File: config.mk
export PLATFORM = sky130hd
export DESIGN_NAME = ysyx_23060240_csr_file
export DESIGN_NICKNAME = d
export VERILOG_FILES = /design/src/rtl/ysyx_23060240_csr_file.sv
export SDC_FILE = /design/constraint.sdc
export NUM_CORES = 1
export LEC_CHECK = 0
export BUFFER_PORTS_ARGS = -buffer_cell sky130_fd_sc_hd__buf_2
export CORE_MARGIN = 3
export CORE_UTILIZATION = 53
export DETAILED_ROUTE_END_ITERATION = 8
export GPL_ROUTABILITY_DRIVEN = 0
export GPL_TIMING_DRIVEN = 0
export PLACE_DENSITY = 0.78
export SLEW_MARGIN = 20
export SYNTH_ARGS = -nofsm -noshare
export SYNTH_HDL_FRONTEND = slang
export SYNTH_SLANG_ARGS = --single-unit
File: constraint.sdc
create_clock -name clk -period 3.7 [get_ports clk]
set_input_delay 0.37 -clock clk [delete_from_list [all_inputs] [get_ports clk]]
set_output_delay 0.37 -clock clk [all_outputs]
set_load 0.03 [all_outputs]
File: src/rtl/ysyx_23060240_csr_file.sv
// M-mode CSR file: csrrw/csrrs/csrrc, trap entry / mret state, read-only ID CSRs,
// 64-bit mcycle/minstret and the machine timer interrupt pending output.
module ysyx_23060240_csr_file #(
   parameter int              XLEN      = 32,
   parameter logic [XLEN-1:0] RST_MTVEC = 32'h8000_0000,
   parameter logic [XLEN-1:0] HART_ID   = 32'h0000_0000,
   parameter logic [XLEN-1:0] MISA_VAL  = 32'h4000_0100
) (
   input  logic            clk,
   input  logic            rst_n,
   input  logic [XLEN-1:0] pc,
   input  logic [11:0]     csr_addr,
   input  logic [1:0]      csr_op,
   input  logic [XLEN-1:0] csr_wdata,
   output logic [XLEN-1:0] csr_rdata,
   output logic            csr_illegal,
   input  logic            trap_valid,
   input  logic [XLEN-1:0] trap_cause,
   input  logic [XLEN-1:0] trap_tval,
   input  logic            mret,
   input  logic            instret,
   input  logic            irq_timer,
   output logic [XLEN-1:0] trap_target,
   output logic [XLEN-1:0] mret_target,
   output logic            irq_pending
);

   localparam logic [11:0] A_MSTATUS  = 12'h300;
   localparam logic [11:0] A_MISA     = 12'h301;
   localparam logic [11:0] A_MIE      = 12'h304;
   localparam logic [11:0] A_MTVEC    = 12'h305;
   localparam logic [11:0] A_MSCRATCH = 12'h340;
   localparam logic [11:0] A_MEPC     = 12'h341;
   localparam logic [11:0] A_MCAUSE   = 12'h342;
   localparam logic [11:0] A_MTVAL    = 12'h343;
   localparam logic [11:0] A_MIP      = 12'h344;
   localparam logic [11:0] A_MCYCLE   = 12'hB00;
   localparam logic [11:0] A_MCYCLEH  = 12'hB80;
   localparam logic [11:0] A_MINSTR   = 12'hB02;
   localparam logic [11:0] A_MINSTRH  = 12'hB82;
   localparam logic [11:0] A_MHARTID  = 12'hF14;

   localparam logic [1:0] OP_NONE = 2'b00;
   localparam logic [1:0] OP_RW   = 2'b01;
   localparam logic [1:0] OP_RS   = 2'b10;
   localparam logic [1:0] OP_RC   = 2'b11;

   // only the architecturally live bits are stored; the rest are rebuilt on read
   logic            mst_mie, mst_mpie, mie_mtie;
   logic [XLEN-1:0] mtvec_q, mepc_q, mcause_q, mtval_q, mscratch_q;
   logic [63:0]     mcycle_q, minstret_q;

   logic [XLEN-1:0] mstatus_rd, mip_rd, wval, tvec_base;
   logic            hit, ro, wr_req, blocked, wr_en;

   // Rebuild WARL views of mstatus and mip from their stored bits
   always_comb begin
      mstatus_rd        = '0;
      mstatus_rd[12:11] = 2'b11;
      mstatus_rd[7]     = mst_mpie;
      mstatus_rd[3]     = mst_mie;
      mip_rd            = '0;
      mip_rd[7]         = irq_timer;
   end

   // Old-value read mux; also classifies the address as implemented / read-only
   always_comb begin
      csr_rdata = '0;
      hit       = 1'b1;
      ro        = 1'b0;
      case (csr_addr)
         A_MSTATUS:  csr_rdata = mstatus_rd;
         A_MISA:     begin csr_rdata = MISA_VAL; ro = 1'b1; end
         A_MIE:      csr_rdata[7] = mie_mtie;
         A_MTVEC:    csr_rdata = mtvec_q;
         A_MSCRATCH: csr_rdata = mscratch_q;
         A_MEPC:     csr_rdata = mepc_q;
         A_MCAUSE:   csr_rdata = mcause_q;
         A_MTVAL:    csr_rdata = mtval_q;
         A_MIP:      begin csr_rdata = mip_rd; ro = 1'b1; end
         A_MCYCLE:   csr_rdata = mcycle_q[31:0];
         A_MCYCLEH:  csr_rdata = mcycle_q[63:32];
         A_MINSTR:   csr_rdata = minstret_q[31:0];
         A_MINSTRH:  csr_rdata = minstret_q[63:32];
         A_MHARTID:  begin csr_rdata = HART_ID; ro = 1'b1; end
         default:    hit = 1'b0;
      endcase
   end

   // New value for the addressed CSR from the op and its old value
   always_comb begin
      case (csr_op)
         OP_RW:   wval = csr_wdata;
         OP_RS:   wval = csr_rdata | csr_wdata;
         OP_RC:   wval = csr_rdata & ~csr_wdata;
         default: wval = csr_rdata;
      endcase
   end

   // set/clear with a zero mask is a pure read; trap/mret swallow the write entirely
   assign wr_req      = (csr_op == OP_RW) || ((csr_op != OP_NONE) && (csr_wdata != '0));
   assign blocked     = trap_valid | mret;
   assign wr_en       = wr_req & hit & ~ro & ~blocked;
   assign csr_illegal = wr_req & ~blocked & (~hit | ro);

   assign tvec_base   = {mtvec_q[XLEN-1:2], 2'b00};
   assign trap_target = (mtvec_q[0] && trap_cause[XLEN-1])
                        ? tvec_base + {trap_cause[XLEN-3:0], 2'b00} : tvec_base;
   assign mret_target = mepc_q;
   assign irq_pending = mst_mie & mie_mtie & irq_timer;

   // Trap/mret state and software writes, in that priority order
   always_ff @(posedge clk or negedge rst_n) begin
      if (!rst_n) begin
         mst_mie    <= 1'b0;
         mst_mpie   <= 1'b0;
         mie_mtie   <= 1'b0;
         mtvec_q    <= RST_MTVEC & ~XLEN'(2);
         mepc_q     <= '0;
         mcause_q   <= '0;
         mtval_q    <= '0;
         mscratch_q <= '0;
      end else if (trap_valid) begin
         mepc_q   <= pc & ~XLEN'(3);
         mcause_q <= trap_cause;
         mtval_q  <= trap_tval;
         mst_mpie <= mst_mie;
         mst_mie  <= 1'b0;
      end else if (mret) begin
         mst_mie  <= mst_mpie;
         mst_mpie <= 1'b1;
      end else if (wr_en) begin
         case (csr_addr)
            A_MSTATUS:  begin mst_mie <= wval[3]; mst_mpie <= wval[7]; end
            A_MIE:      mie_mtie   <= wval[7];
            A_MTVEC:    mtvec_q    <= wval & ~XLEN'(2);
            A_MSCRATCH: mscratch_q <= wval;
            A_MEPC:     mepc_q     <= wval & ~XLEN'(3);
            A_MCAUSE:   mcause_q   <= wval;
            A_MTVAL:    mtval_q    <= wval;
            default:    ;
         endcase
      end
   end

   // A written half takes the new value; a written lo half also eats the carry
   function automatic logic [63:0] cnt_next(input logic [63:0] cur, input logic inc,
                                            input logic wr_lo, input logic wr_hi,
                                            input logic [31:0] nv);
      logic [32:0] lo_sum;
      logic [31:0] lo, hi;
      lo_sum = {1'b0, cur[31:0]} + {32'd0, inc};
      lo     = wr_lo ? nv : lo_sum[31:0];
      hi     = wr_hi ? nv : cur[63:32] + {31'd0, lo_sum[32] & ~wr_lo};
      return {hi, lo};
   endfunction

   // 64-bit cycle and retired-instruction counters
   always_ff @(posedge clk or negedge rst_n) begin
      if (!rst_n) begin
         mcycle_q   <= '0;
         minstret_q <= '0;
      end else begin
         mcycle_q   <= cnt_next(mcycle_q, 1'b1,
                                wr_en && (csr_addr == A_MCYCLE),
                                wr_en && (csr_addr == A_MCYCLEH), wval);
         minstret_q <= cnt_next(minstret_q, instret,
                                wr_en && (csr_addr == A_MINSTR),
                                wr_en && (csr_addr == A_MINSTRH), wval);
      end
   end

endmodule

==> run_results.csv <==
group,metric,value,unit
status,status,"complete, but fails checks",
status,violations,"negative setup slack",
timing,setup_violations,17,
cts,clock_sinks,288,
hold_path,hold_class,"primary input to flop",
yosys,synth.avg_cell_area,8.795,sq um
timing,final_max_slew_viol_count,0,
final_layout,mostFrequentLayoutCell,"dfrtp_1",
cts,insertion_delay,580,ps
cts,root_buffer,"clkbuf_16",
setup_path,worstPathArrival,4460,ps
grt,grt_max_degree,96,
placement,dpl-instance-area,19890,sq um
setup_path,worstSetupStartpointType,"primary input",
setup_path,critPathMaxFanout,6,
floorplanning,die_h,190.4,um
final_layout,register_area,7221,sq um
timing,period_share,106.8,%
timing,tightest_slew,1229,ps
timing,fmax,253.2,MHz
placement,port_buffers,235,
yosys,synth-edff-count,0,
setup_path,required,4210,ps
floorplanning,ioPinCount,246,
timing,setup_ws,-250.1,ps
routing,drt-total-wl,76.88,mm
timing,max_slew_margin,17.53,%
final_layout,syn2layout_area_growth,21.12,%
grt,grtUsageTotal,40.29,%
routing,first_pass_iters,7,
final_layout,multi_input_area,10670,sq um
cts,cts_buffer_depth,3,
timing,min_period,3950,ps
cts,cts_made_buffers,30,
timing,finalSetupTns,-1094,ps
power_and_ir_drop,leakagePower,10.07,nW
grt,first_global_vias,18390,
flow_run,max_cap_violations,0,
power_and_ir_drop,ir_drop,0.3635,mV
final_layout,drive_gt1_share,21.09,%
yosys,ys_async_sr_fraction,100.0,%
yosys,ys_seq_area_share,39.98,%
routing,antenna_left,0,
routing,post_drt_via_cell_ratio,6.917,
floorplanning,die-area,36270,sq um
setup_path,path_class,"primary input to flop",
floorplanning,die_w,190.4,um
floorplanning,core-area,33030,sq um
yosys,synth_cells,2050,
timing,fin_hold_ws,29.20,ps
placement,dp_hpwl,56.29,mm
routing,drt_iter0_drc,3409,
setup_path,end_kind,"flop",
floorplanning,start_util,54.58,%
placement,pre_cts_ws,-2025,ps
final_layout,final_nets,2549,
timing,rsz0062_at_grt,"true",
final_layout,fillers,2652,
cts,htree_levels,1,
final_layout,most-common-layout-cells,"277 x dfrtp_1, 254 x buf_2, 224 x nor2_1",
floorplanning,row_count,66,
yosys,ys_seq_elements,288,
grt,grt-ovfl-total,0,
timing,hold_viol,0,
yosys,synth_ff_type,"dfrtp_1",
routing,wl_per_cell,27.19,um
grt,grt_antenna_before_repair,2,
grt,grt_pass1_wl,110.7,mm
cts,path_clk_slew,70,ps
timing,clock_skew,14.39,ps
cts,tritoncts,"built",
yosys,synth_warnings,0,
yosys,syn_area,18030,sq um
routing,vias,19560,
final_layout,postLayoutCoreUtil,66.11,%
final_layout,fin_area,21840,sq um
yosys,ys_types,77,
routing,drc_errors,0,
power_and_ir_drop,p_per_area,343.6,nW/um^2
[through the flow]
step	power [mW]	cells
5_1_grt	7.648	2828
2_1_floorplan	3.988	2053
3_5_place_dp	4.493	2733
6_report	7.503	2828
3_3_place_gp	4.452	2730
4_1_cts	7.380	2799
[path summary, 6_finish.rpt]
check | slack [ps] | endpoint | from | cells after the start
setup / recovery | -250 | mcycle_q[62] | csr_wdata[5] | 19
hold / removal | 30 | mret_target[21] | pc[21] | 3
setup reg to reg | -150 | mcycle_q[62] | mcycle_q[1] | 18
hold reg to reg | 510 | mcause_q[24] | mcause_q[24] | 2
max in group asynchronous | 2350 | mtvec_q[5] | rst_n | 4
min in group asynchronous | 200 | mscratch_q[21] | rst_n | 2
[cell type report]
cell class	instances	share of cell area, %
well taps	442	2.533
inverters	39	0.6704
diodes	1	0.01146
plain buffers	128	2.939
clock inverters	9	0.3896
multi-input cells	1591	48.84
clock buffers	44	3.862
repair buffers	286	7.689
flip-flops and latches	288	33.07
[where the power goes]
part	switching, mW	leakage (nW)	internal [mW]
logic	0.731	5.88	0.368
registers	0.144	3.72	3.28
clock network	1.33	0.459	1.64
total	2.21	10.1	5.30
[registers in the layout, indices dropped and copies added, names as in the netlist]
| signal | flops |
|---|---|
| minstret_q | 64 |
| mtval_q | 32 |
| mret_target | 30 |
| mcause_q | 32 |
| mie_mtie | 1 |
| mtvec_q | 31 |
| mcycle_q | 64 |
| mst_mie | 1 |
| mscratch_q | 32 |
| mst_mpie | 1 |
[synth_stat cells (all sizes together) (3+ instances only)]
| library cell | number | area, sq um |
|---|---|---|
| a21oi | 212 | 1069 |
| clkbuf | 74 | 279.0 |
| o221ai | 4 | 35.03 |
| o22ai | 18 | 112.6 |
| nand3 | 87 | 435.4 |
| xnor2 | 105 | 919.6 |
| mux2 | 11 | 123.9 |
| and3 | 32 | 200.2 |
| a22oi | 81 | 608.1 |
| o21ai | 116 | 580.6 |
| a211oi | 6 | 45.04 |
| inv | 38 | 142.6 |
| dfrtp | 287 | 7182 |
| a21o | 28 | 210.2 |
| nand2b | 9 | 56.30 |
| a222oi | 15 | 150.1 |
| a221oi | 13 | 113.9 |
| nand2 | 186 | 698.2 |
| o21bai | 5 | 37.54 |
| a22o | 26 | 227.7 |
| o31ai | 6 | 45.04 |
| nand4 | 43 | 275.3 |
| xor2 | 72 | 630.6 |
| mux4 | 7 | 157.7 |
| and4 | 7 | 61.31 |
| nand3b | 5 | 37.54 |
| and2 | 17 | 106.4 |
| a221o | 6 | 60.06 |
| nor3 | 22 | 115.1 |
| mux2i | 75 | 750.7 |
| ha | 36 | 450.4 |
| o211ai | 37 | 277.8 |
| nor2b | 9 | 56.30 |
| buf | 61 | 374.1 |
| nor4 | 19 | 137.6 |
| or2 | 3 | 18.77 |
| a31oi | 5 | 31.28 |
| nor4b | 3 | 32.53 |
| nor2 | 234 | 883.4 |
[critical path, stage by stage]
cell and delay, ps:
buf_12 110, nor4_4 490, nand4_1 540, o31ai_4 440, buf_6 160, a311oi_4 50
and2_4 210, buf_12 130, nor2_4 140, ha_4 170, ha_4 140, nand2_4 50
nor4_4 360, nand2_2 150, nor4_4 410, nand3_1 160, xnor2_1 190, nor2_1 50
a21oi_1 130
[timing repair]
action / 4_1_cts / 5_1_grt
cloned: 0 / 0
endpoints found under the hold margin: 175 / 0
hold buffers: 1 / 0
resized for setup: 84 / 77
buffers inserted: 18 / 29
pin swaps: 17 / 39
endpoints found under the setup margin: 84 / 52
[cells by family after synthesis]
group / share of synthesized area, %
xor+xnor: 8.598
other cells: 0.02080
flops: 39.98
fa+ha+maj: 2.609
mux: 5.725
simple gates: 17.67
buf+inv: 4.434
compound gates: 20.96
[metal layers]
| metal | routed length (um) | global-route usage, % | vias up | part of all wire, % |
|---|---|---|---|---|
| met5 | 11 | 0 | - | 0.014 |
| met3 | 12860 | 14.36 | 494 | 17 |
| met4 | 6137 | 24.89 | 2 | 8.0 |
| met1 | 27040 | 53.18 | 9092 | 35 |
| met2 | 30830 | 56.50 | 1924 | 40 |
| li1 | - | - | 8050 | - |
Power figures use the tool's default switching activity.
